==> src/rtl/exe_if.sv <==
// ID/EX inputs, EX/MEM outputs and the stall/flush handshake of the execute stage.
interface exe_if;
  logic        flush;
  logic        valid_in;
  logic [31:0] pc_in;
  logic        wb_en_in;
  logic        mem_r_en_in;
  logic        mem_w_en_in;
  logic [3:0]  ex_cmd;
  logic [31:0] val1;
  logic [31:0] val2;
  logic [31:0] reg2;
  logic [4:0]  dst_in;

  logic        stall;
  logic        valid_out;
  logic        wb_en_out;
  logic        mem_r_en_out;
  logic        mem_w_en_out;
  logic [31:0] alu_res;
  logic [31:0] st_val;
  logic [31:0] pc_out;
  logic [4:0]  dst_out;

  modport master (
    output flush, valid_in, pc_in, wb_en_in, mem_r_en_in, mem_w_en_in, ex_cmd, val1, val2,
           reg2, dst_in,
    input  stall, valid_out, wb_en_out, mem_r_en_out, mem_w_en_out, alu_res, st_val, pc_out,
           dst_out
  );

  modport slave (
    input  flush, valid_in, pc_in, wb_en_in, mem_r_en_in, mem_w_en_in, ex_cmd, val1, val2,
           reg2, dst_in,
    output stall, valid_out, wb_en_out, mem_r_en_out, mem_w_en_out, alu_res, st_val, pc_out,
           dst_out
  );
endinterface

==> src/rtl/exe_stage.sv <==
// Execute stage: single-cycle ALU plus a 32-step shift-add multiplier that stalls upstream,
// feeding the EX/MEM pipeline register.
module exe_stage (
  input  logic clk,
  input  logic rst,
  exe_if.slave bus
);
  typedef enum logic [1:0] {StIdle, StBusy, StDone} state_e;

  localparam logic [3:0] CmdMov = 4'b0000;
  localparam logic [3:0] CmdAdd = 4'b0001;
  localparam logic [3:0] CmdSub = 4'b0010;
  localparam logic [3:0] CmdAnd = 4'b0011;
  localparam logic [3:0] CmdOr  = 4'b0100;
  localparam logic [3:0] CmdXor = 4'b0101;
  localparam logic [3:0] CmdSlt = 4'b0110;
  localparam logic [3:0] CmdSll = 4'b0111;
  localparam logic [3:0] CmdSrl = 4'b1000;
  localparam logic [3:0] CmdSra = 4'b1001;
  localparam logic [3:0] CmdMul = 4'b1010;

  state_e      state_q, state_d;
  logic [4:0]  cnt_q, cnt_d;
  logic [31:0] mcand_q, mcand_d;
  logic [31:0] mplier_q, mplier_d;
  logic [31:0] prod_q, prod_d;

  logic        valid_q, valid_d;
  logic        wb_en_q, wb_en_d;
  logic        mem_r_en_q, mem_r_en_d;
  logic        mem_w_en_q, mem_w_en_d;
  logic [31:0] alu_res_q, alu_res_d;
  logic [31:0] st_val_q, st_val_d;
  logic [31:0] pc_q, pc_d;
  logic [4:0]  dst_q, dst_d;

  logic        mul_start;
  logic        stall;
  logic        capture;
  logic [31:0] alu_out;

  assign mul_start = (state_q == StIdle) && bus.valid_in && (bus.ex_cmd == CmdMul) && !bus.flush;

  always_ff @(posedge clk or posedge rst) begin
    if (rst) begin
      state_q  <= StIdle;
      cnt_q    <= '0;
      mcand_q  <= '0;
      mplier_q <= '0;
      prod_q   <= '0;
    end else begin
      state_q  <= state_d;
      cnt_q    <= cnt_d;
      mcand_q  <= mcand_d;
      mplier_q <= mplier_d;
      prod_q   <= prod_d;
    end
  end

  always_comb begin
    state_d  = state_q;
    cnt_d    = cnt_q;
    mcand_d  = mcand_q;
    mplier_d = mplier_q;
    prod_d   = prod_q;
    if (bus.flush) begin
      state_d = StIdle;
      cnt_d   = '0;
    end else begin
      unique case (state_q)
        StIdle: begin
          if (mul_start) begin
            state_d  = StBusy;
            cnt_d    = '0;
            mcand_d  = bus.val1;
            mplier_d = bus.val2;
            prod_d   = '0;
          end
        end
        StBusy: begin
          // Shift-add: the low multiplier bit selects the current shifted multiplicand.
          if (mplier_q[0]) prod_d = prod_q + mcand_q;
          mcand_d  = mcand_q << 1;
          mplier_d = mplier_q >> 1;
          cnt_d    = cnt_q + 5'd1;
          if (cnt_q == 5'd31) state_d = StDone;
        end
        StDone:  state_d = StIdle;
        default: state_d = StIdle;
      endcase
    end
  end

  always_comb begin
    stall   = 1'b0;
    capture = 1'b0;
    if (!bus.flush) begin
      unique case (state_q)
        StIdle: begin
          stall   = mul_start;
          capture = bus.valid_in && !mul_start;
        end
        StBusy:  stall = 1'b1;
        StDone:  capture = 1'b1;
        default: ;
      endcase
    end
  end

  // In StDone the held opcode is still MUL, so the MUL slot reads the finished product.
  always_comb begin
    alu_out = '0;
    unique case (bus.ex_cmd)
      CmdMov:  alu_out = bus.val2;
      CmdAdd:  alu_out = bus.val1 + bus.val2;
      CmdSub:  alu_out = bus.val1 - bus.val2;
      CmdAnd:  alu_out = bus.val1 & bus.val2;
      CmdOr:   alu_out = bus.val1 | bus.val2;
      CmdXor:  alu_out = bus.val1 ^ bus.val2;
      CmdSlt:  alu_out = {31'd0, $signed(bus.val1) < $signed(bus.val2)};
      CmdSll:  alu_out = bus.val1 << bus.val2[4:0];
      CmdSrl:  alu_out = bus.val1 >> bus.val2[4:0];
      CmdSra:  alu_out = $unsigned($signed(bus.val1) >>> bus.val2[4:0]);
      CmdMul:  alu_out = prod_q;
      default: alu_out = '0;
    endcase
  end

  // Bubbles clear the control bits and leave the data fields holding their last value.
  always_comb begin
    valid_d    = 1'b0;
    wb_en_d    = 1'b0;
    mem_r_en_d = 1'b0;
    mem_w_en_d = 1'b0;
    alu_res_d  = alu_res_q;
    st_val_d   = st_val_q;
    pc_d       = pc_q;
    dst_d      = dst_q;
    if (capture) begin
      valid_d    = 1'b1;
      wb_en_d    = bus.wb_en_in;
      mem_r_en_d = bus.mem_r_en_in;
      mem_w_en_d = bus.mem_w_en_in;
      alu_res_d  = alu_out;
      st_val_d   = bus.reg2;
      pc_d       = bus.pc_in;
      dst_d      = bus.dst_in;
    end
  end

  always_ff @(posedge clk or posedge rst) begin
    if (rst) begin
      valid_q    <= 1'b0;
      wb_en_q    <= 1'b0;
      mem_r_en_q <= 1'b0;
      mem_w_en_q <= 1'b0;
      alu_res_q  <= '0;
      st_val_q   <= '0;
      pc_q       <= '0;
      dst_q      <= '0;
    end else begin
      valid_q    <= valid_d;
      wb_en_q    <= wb_en_d;
      mem_r_en_q <= mem_r_en_d;
      mem_w_en_q <= mem_w_en_d;
      alu_res_q  <= alu_res_d;
      st_val_q   <= st_val_d;
      pc_q       <= pc_d;
      dst_q      <= dst_d;
    end
  end

  assign bus.stall        = stall;
  assign bus.valid_out    = valid_q;
  assign bus.wb_en_out    = wb_en_q;
  assign bus.mem_r_en_out = mem_r_en_q;
  assign bus.mem_w_en_out = mem_w_en_q;
  assign bus.alu_res      = alu_res_q;
  assign bus.st_val       = st_val_q;
  assign bus.pc_out       = pc_q;
  assign bus.dst_out      = dst_q;
endmodule

==> src/flat_wrapper.sv <==
// flat-port wrapper written by rule: the top's interface ports become plain ports
module exe_stage_flat 
  (clk, rst, bus_flush, bus_valid_in, bus_pc_in, bus_wb_en_in, bus_mem_r_en_in, bus_mem_w_en_in, bus_ex_cmd, bus_val1, bus_val2, bus_reg2, bus_dst_in, bus_stall, bus_valid_out, bus_wb_en_out, bus_mem_r_en_out, bus_mem_w_en_out, bus_alu_res, bus_st_val, bus_pc_out, bus_dst_out);
  exe_if bus_i ();
  input  logic clk;
  input  logic rst;
  input wire logic [$bits(bus_i.flush)-1:0] bus_flush;
  input wire logic [$bits(bus_i.valid_in)-1:0] bus_valid_in;
  input wire logic [$bits(bus_i.pc_in)-1:0] bus_pc_in;
  input wire logic [$bits(bus_i.wb_en_in)-1:0] bus_wb_en_in;
  input wire logic [$bits(bus_i.mem_r_en_in)-1:0] bus_mem_r_en_in;
  input wire logic [$bits(bus_i.mem_w_en_in)-1:0] bus_mem_w_en_in;
  input wire logic [$bits(bus_i.ex_cmd)-1:0] bus_ex_cmd;
  input wire logic [$bits(bus_i.val1)-1:0] bus_val1;
  input wire logic [$bits(bus_i.val2)-1:0] bus_val2;
  input wire logic [$bits(bus_i.reg2)-1:0] bus_reg2;
  input wire logic [$bits(bus_i.dst_in)-1:0] bus_dst_in;
  output wire logic [$bits(bus_i.stall)-1:0] bus_stall;
  output wire logic [$bits(bus_i.valid_out)-1:0] bus_valid_out;
  output wire logic [$bits(bus_i.wb_en_out)-1:0] bus_wb_en_out;
  output wire logic [$bits(bus_i.mem_r_en_out)-1:0] bus_mem_r_en_out;
  output wire logic [$bits(bus_i.mem_w_en_out)-1:0] bus_mem_w_en_out;
  output wire logic [$bits(bus_i.alu_res)-1:0] bus_alu_res;
  output wire logic [$bits(bus_i.st_val)-1:0] bus_st_val;
  output wire logic [$bits(bus_i.pc_out)-1:0] bus_pc_out;
  output wire logic [$bits(bus_i.dst_out)-1:0] bus_dst_out;
  assign bus_i.flush = bus_flush;
  assign bus_i.valid_in = bus_valid_in;
  assign bus_i.pc_in = bus_pc_in;
  assign bus_i.wb_en_in = bus_wb_en_in;
  assign bus_i.mem_r_en_in = bus_mem_r_en_in;
  assign bus_i.mem_w_en_in = bus_mem_w_en_in;
  assign bus_i.ex_cmd = bus_ex_cmd;
  assign bus_i.val1 = bus_val1;
  assign bus_i.val2 = bus_val2;
  assign bus_i.reg2 = bus_reg2;
  assign bus_i.dst_in = bus_dst_in;
  assign bus_stall = bus_i.stall;
  assign bus_valid_out = bus_i.valid_out;
  assign bus_wb_en_out = bus_i.wb_en_out;
  assign bus_mem_r_en_out = bus_i.mem_r_en_out;
  assign bus_mem_w_en_out = bus_i.mem_w_en_out;
  assign bus_alu_res = bus_i.alu_res;
  assign bus_st_val = bus_i.st_val;
  assign bus_pc_out = bus_i.pc_out;
  assign bus_dst_out = bus_i.dst_out;
  exe_stage u_core (.clk(clk), .rst(rst), .bus(bus_i));
endmodule
==> config.mk <==
export PLATFORM = sky130hd
export DESIGN_NAME = exe_stage_flat
export DESIGN_NICKNAME = d
export VERILOG_FILES = /design/src/rtl/exe_if.sv /design/src/rtl/exe_stage.sv /design/src/flat_wrapper.sv
export SDC_FILE = /design/constraint.sdc
export NUM_CORES = 1
export LEC_CHECK = 0
export ABC_AREA = 1
export CAP_MARGIN = 10
export CELL_PAD_IN_SITES_DETAIL_PLACEMENT = 1
export CELL_PAD_IN_SITES_GLOBAL_PLACEMENT = 1
export CORE_UTILIZATION = 35
export DETAILED_ROUTE_END_ITERATION = 8
export GPL_TIMING_DRIVEN = 0
export HOLD_SLACK_MARGIN = 0.08
export PLACE_DENSITY_LB_ADDON = 0.1
export SLEW_MARGIN = 20
export SYNTH_ARGS = -nofsm -noshare
export SYNTH_HDL_FRONTEND = slang
export SYNTH_SLANG_ARGS = --single-unit
==> constraint.sdc <==
create_clock -name clk -period 15.1 [get_ports clk]
set_input_delay 1.51 -clock clk [delete_from_list [all_inputs] [get_ports clk]]
set_output_delay 1.51 -clock clk [all_outputs]
set_load 0.01 [all_outputs]
==> impl_metrics.py <==
metrics = {
    "finish": {
        "final_common_cell": "sky130_fd_sc_hd__nand2_1",
        "final-instance-count-excl-fill": 4536,
        "post_route_cells_drive_above_1_share_pct": 4.01,
        "utilization_pct": 43.1,
        "layout_cell_area_excl_fill_um2": 24900,
        "syn_to_final_growth_pct": 21.2,
        "final-seq-area_um2": 5200,
        "num-nets-final": 4032,
        "multi_input_area_um2": 13200,
        "layout_common_cells": "1320 x sky130_fd_sc_hd__nand2_1, 386 x sky130_fd_sc_hd__inv_1, 383 x sky130_fd_sc_hd__nand3_1",
        "num-fill-cells": 7900,
    },
    "placement": {
        "place.detailed.hpwl_um": 94800,
        "routabilityCongestion": 1.04,
        "place.detailed.instances": 4489,
        "io_buffer_count": 249,
        "dpl_cell_area_um2": 24100,
    },
    "setup_path": {
        "cp.buffers_inverters": 5,
        "critPathMaxFanout": 10,
        "critPathKind": "primary input to output port",
        "nature_of_the_critical_path_startpoint": "primary input",
        "worst_path_largest_cell_delay_ns": 0.59,
        "r2r-start": "u_core.prod_q[4]",
        "critical_path_cell_by_cell": "clkdlybuf4s50_1 > inv_1 > nand2_2 > nor2_4 > nand4_2 > nand2_2 > buf_2 > buf_2 > clkdlybuf4s50_1",
        "ff2ff_path_depth": 10,
        "cp_slowest_cell": "sky130_fd_sc_hd__clkdlybuf4s50_1",
        "worstSetupEndpointType": "output port",
        "crit_required_ns": 13.59,
        "setup_slack_on_the_worst_flop_to_flop_path_ns": 12.37,
        "crit_arrival_ns": 4.06,
        "timing.critical_path.max_delay_family": "buffers and inverters",
        "reg2reg_to": "u_core.prod_q[21]",
    },
    "hold_path": {
        "hold_path_end": "u_core.bus.st_val[2]",
        "min_path_type": "register to register",
        "hold_path_depth": 2,
        "source_of_the_worst_hold_timing_path": "u_core.bus.st_val[2]",
    },
    "power": {
        "p_leak_nw": 12.9,
        "power.density_cell_area_nw_per_um2": 96.4,
        "vdd_ir_drop_max_mv": 0.0902,
    },
    "floorplan": {
        "placement_rows": 88,
        "die_area_um2": 59700,
        "core_region_area_um2": 57900,
        "die-height_um": 244,
        "floorplan.initialDensity_pct": 35.5,
        "die_x_um": 244,
        "floorplan.io_pins": 250,
    },
    "timing": {
        "final.min_clock_period_ns": 5.57,
        "slew_violations": 0,
        "slew_headroom_pct": 29.0,
        "tightestPinTransition_ns": 1.06,
        "totalNegativeSetupSlack_ns": 0,
        "final-hold-violation-count": 0,
        "final-setup-viol-count": 0,
        "timing.clock.skew_ns": 0.0127,
        "max_freq_ghz": 0.179,
        "grt_setup_unrepaired": "false",
        "min_period_over_period_pct": 36.9,
        "hold_slack_ns": 0.483,
    },
    "routing": {
        "drt_first_iter_violations": 2509,
        "number_of_nets_with_antenna_violations_after_routing": 0,
        "via_count": 25800,
        "drc_errors": 0,
        "routed_wirelength_um": 115000,
        "drt_first_pass_iters": 6,
        "wire_per_inst_um": 25.3,
        "routed_via_density": 5.68,
    },
    "synth": {
        "synthesis.yosys.warnings": 0,
        "synth_enable_flop_cells": 0,
        "synthesis.instances": 3473,
        "synth-seq-area-share_pct": 25.3,
        "yosys_most_used_dff": "sky130_fd_sc_hd__dfrtp_1",
        "ys_seq_elements": 208,
        "syn_avg_cell_area_um2": 5.92,
        "synthArstFlopShare_pct": 100,
        "post_synth_instance_area_um2": 20600,
        "synth_cell_types": 45,
        "synthesized_netlist_net_count": 3754,
    },
    "clock_network": {
        "ctsHoldBuffers": 0,
        "cts_max_path_buffers": 3,
        "post_cts.resized_instances": 0,
        "worst_setup_hold_path_clk_slew_ns": 0.06,
        "clock_insertion_delay_worst_skew_ns": 0.58,
        "clock-sinks": 208,
        "cts_root_buf": "sky130_fd_sc_hd__clkbuf_16",
        "h-tree-depth": 1,
        "numCtsBuffers": 25,
        "post_cts_buffers": 0,
        "tritoncts": "built",
    },
    "global_route": {
        "first_global_vias": 25800,
        "grt_antenna_before_repair": 5,
        "grt_first_pass_wirelength_um": 168000,
        "overflow": 0,
        "grt_max_degree": 99,
        "grt_util_all_layers_pct": 37.9,
    },
    "outcome": {
        "outcome": "complete, no violations",
    },
    "flow_run": {
        "max_cap_violations": 0,
    },
}
synthesized netlist by cell type, types with 2 or more instances:
master	instances	share of area, %
sky130_fd_sc_hd__buf_1	17	0.31
sky130_fd_sc_hd__o21bai_1	15	0.55
sky130_fd_sc_hd__o21a_1	3	0.11
sky130_fd_sc_hd__nand3_1	383	9.3
sky130_fd_sc_hd__nor2_2	4	0.12
sky130_fd_sc_hd__nor4_1	7	0.21
sky130_fd_sc_hd__nor3_1	31	0.75
sky130_fd_sc_hd__xnor2_1	2	0.085
sky130_fd_sc_hd__a21oi_1	154	3.7
sky130_fd_sc_hd__o211ai_1	47	1.7
sky130_fd_sc_hd__inv_1	387	7.1
sky130_fd_sc_hd__nor2_1	257	4.7
sky130_fd_sc_hd__and2_1	10	0.30
sky130_fd_sc_hd__clkinv_1	4	0.073
sky130_fd_sc_hd__xor2_1	5	0.21
sky130_fd_sc_hd__clkbuf_2	2	0.049
sky130_fd_sc_hd__buf_4	5	0.18
sky130_fd_sc_hd__nand4_1	37	1.1
sky130_fd_sc_hd__nor2_4	4	0.22
sky130_fd_sc_hd__inv_2	10	0.18
sky130_fd_sc_hd__ha_1	134	8.2
sky130_fd_sc_hd__o22ai_1	50	1.5
sky130_fd_sc_hd__a211oi_1	6	0.22
sky130_fd_sc_hd__nand2_1	1320	24
sky130_fd_sc_hd__dfrtp_1	208	25
sky130_fd_sc_hd__or2_2	5	0.15
sky130_fd_sc_hd__buf_6	2	0.11
sky130_fd_sc_hd__and3_1	2	0.061
sky130_fd_sc_hd__o21ai_0	154	3.7
sky130_fd_sc_hd__o21ai_1	15	0.36
sky130_fd_sc_hd__nand3b_1	9	0.33
sky130_fd_sc_hd__clkbuf_1	51	0.93
sky130_fd_sc_hd__buf_2	73	1.8
sky130_fd_sc_hd__nand2_2	3	0.091
sky130_fd_sc_hd__a21o_1	11	0.40
sky130_fd_sc_hd__fa_1	3	0.29
sky130_fd_sc_hd__a21boi_0	4	0.15
sky130_fd_sc_hd__a31oi_1	32	0.97
state kept, by name (all words and copies together), names as in the netlist:
register and flops:
u_core.bus.alu_res 32, u_core.bus.pc_out 32, u_core.bus.st_val 32, u_core.mcand_q 32
u_core.mplier_q 32, u_core.prod_q 32, u_core.bus.dst_out 5, u_core.cnt_q 5
u_core.state_q 2, u_core.bus.mem_r_en_out 1, u_core.bus.mem_w_en_out 1, u_core.bus.valid_out 1
u_core.bus.wb_en_out 1
kinds of logic after synthesis:
kind of cell | synth area share, %
and+or+nand+nor | 41.6
buffers and inverters | 10.7
AOI/OAI and AO/OA | 13.7
DFF | 25.3
adders and majority gates | 8.44
xor gates and xnor gates | 0.298
layer usage:
metal	up-vias	GRT usage [%]	share of wire (%)
met1	12700	50.9	43
met2	1078	59.3	44
met5	-	0	0.057
met3	233	4.31	6.9
met4	7	20.2	6.2
li1	11700	-	-
per-stage QoR:
stage	power [mW]	worst slack [ns]
after floorplan	1.30	7.91
after global placement	1.71	4.89
after detailed placement	1.75	9.20
after CTS	2.40	9.54
after global routing	2.53	9.46
final	2.40	9.53
area by class of cell:
cell class / instances / share of cell area (%)
clock inverter: 6 / 0.396
inverter: 401 / 6.07
tap: 765 / 3.84
clock buffer: 39 / 3.00
multi-input combinational: 2714 / 52.8
antenna: 2 / 0.0201
timing repair buffer: 251 / 10.2
buffer: 150 / 2.77
sequential: 208 / 20.9
worst max path at each step:
stage                                         to           from  slack [ns]  depth (start not counted)
after floorplan            u_core.bus.alu_res[0]            rst        7.91                          1
after global placement    u_core.bus.alu_res[29]            rst        4.89                          2
after detailed placement   u_core.bus.alu_res[5]    bus_val2[2]        9.20                         18
after CTS                              bus_stall  bus_ex_cmd[3]        9.54                          8
after global routing                   bus_stall  bus_ex_cmd[1]        9.46                          8
final                                  bus_stall  bus_ex_cmd[2]        9.53                          9
worst register-to-register path, delay by kind of cell, from the launching register on:
kind,cells,cell delay (ns)
adders and majority gates,1,0.42
AOI/OAI and AO/OA,5,1.14
and+or+nand+nor,4,0.53
DFF,1,0.50
where the power goes:
group / internal (mW) / switching (mW)
sequential: 0.671 / 0.0795
combinational: 0.343 / 0.674
clock: 0.375 / 0.261
(Power assumes the default switching activity.)
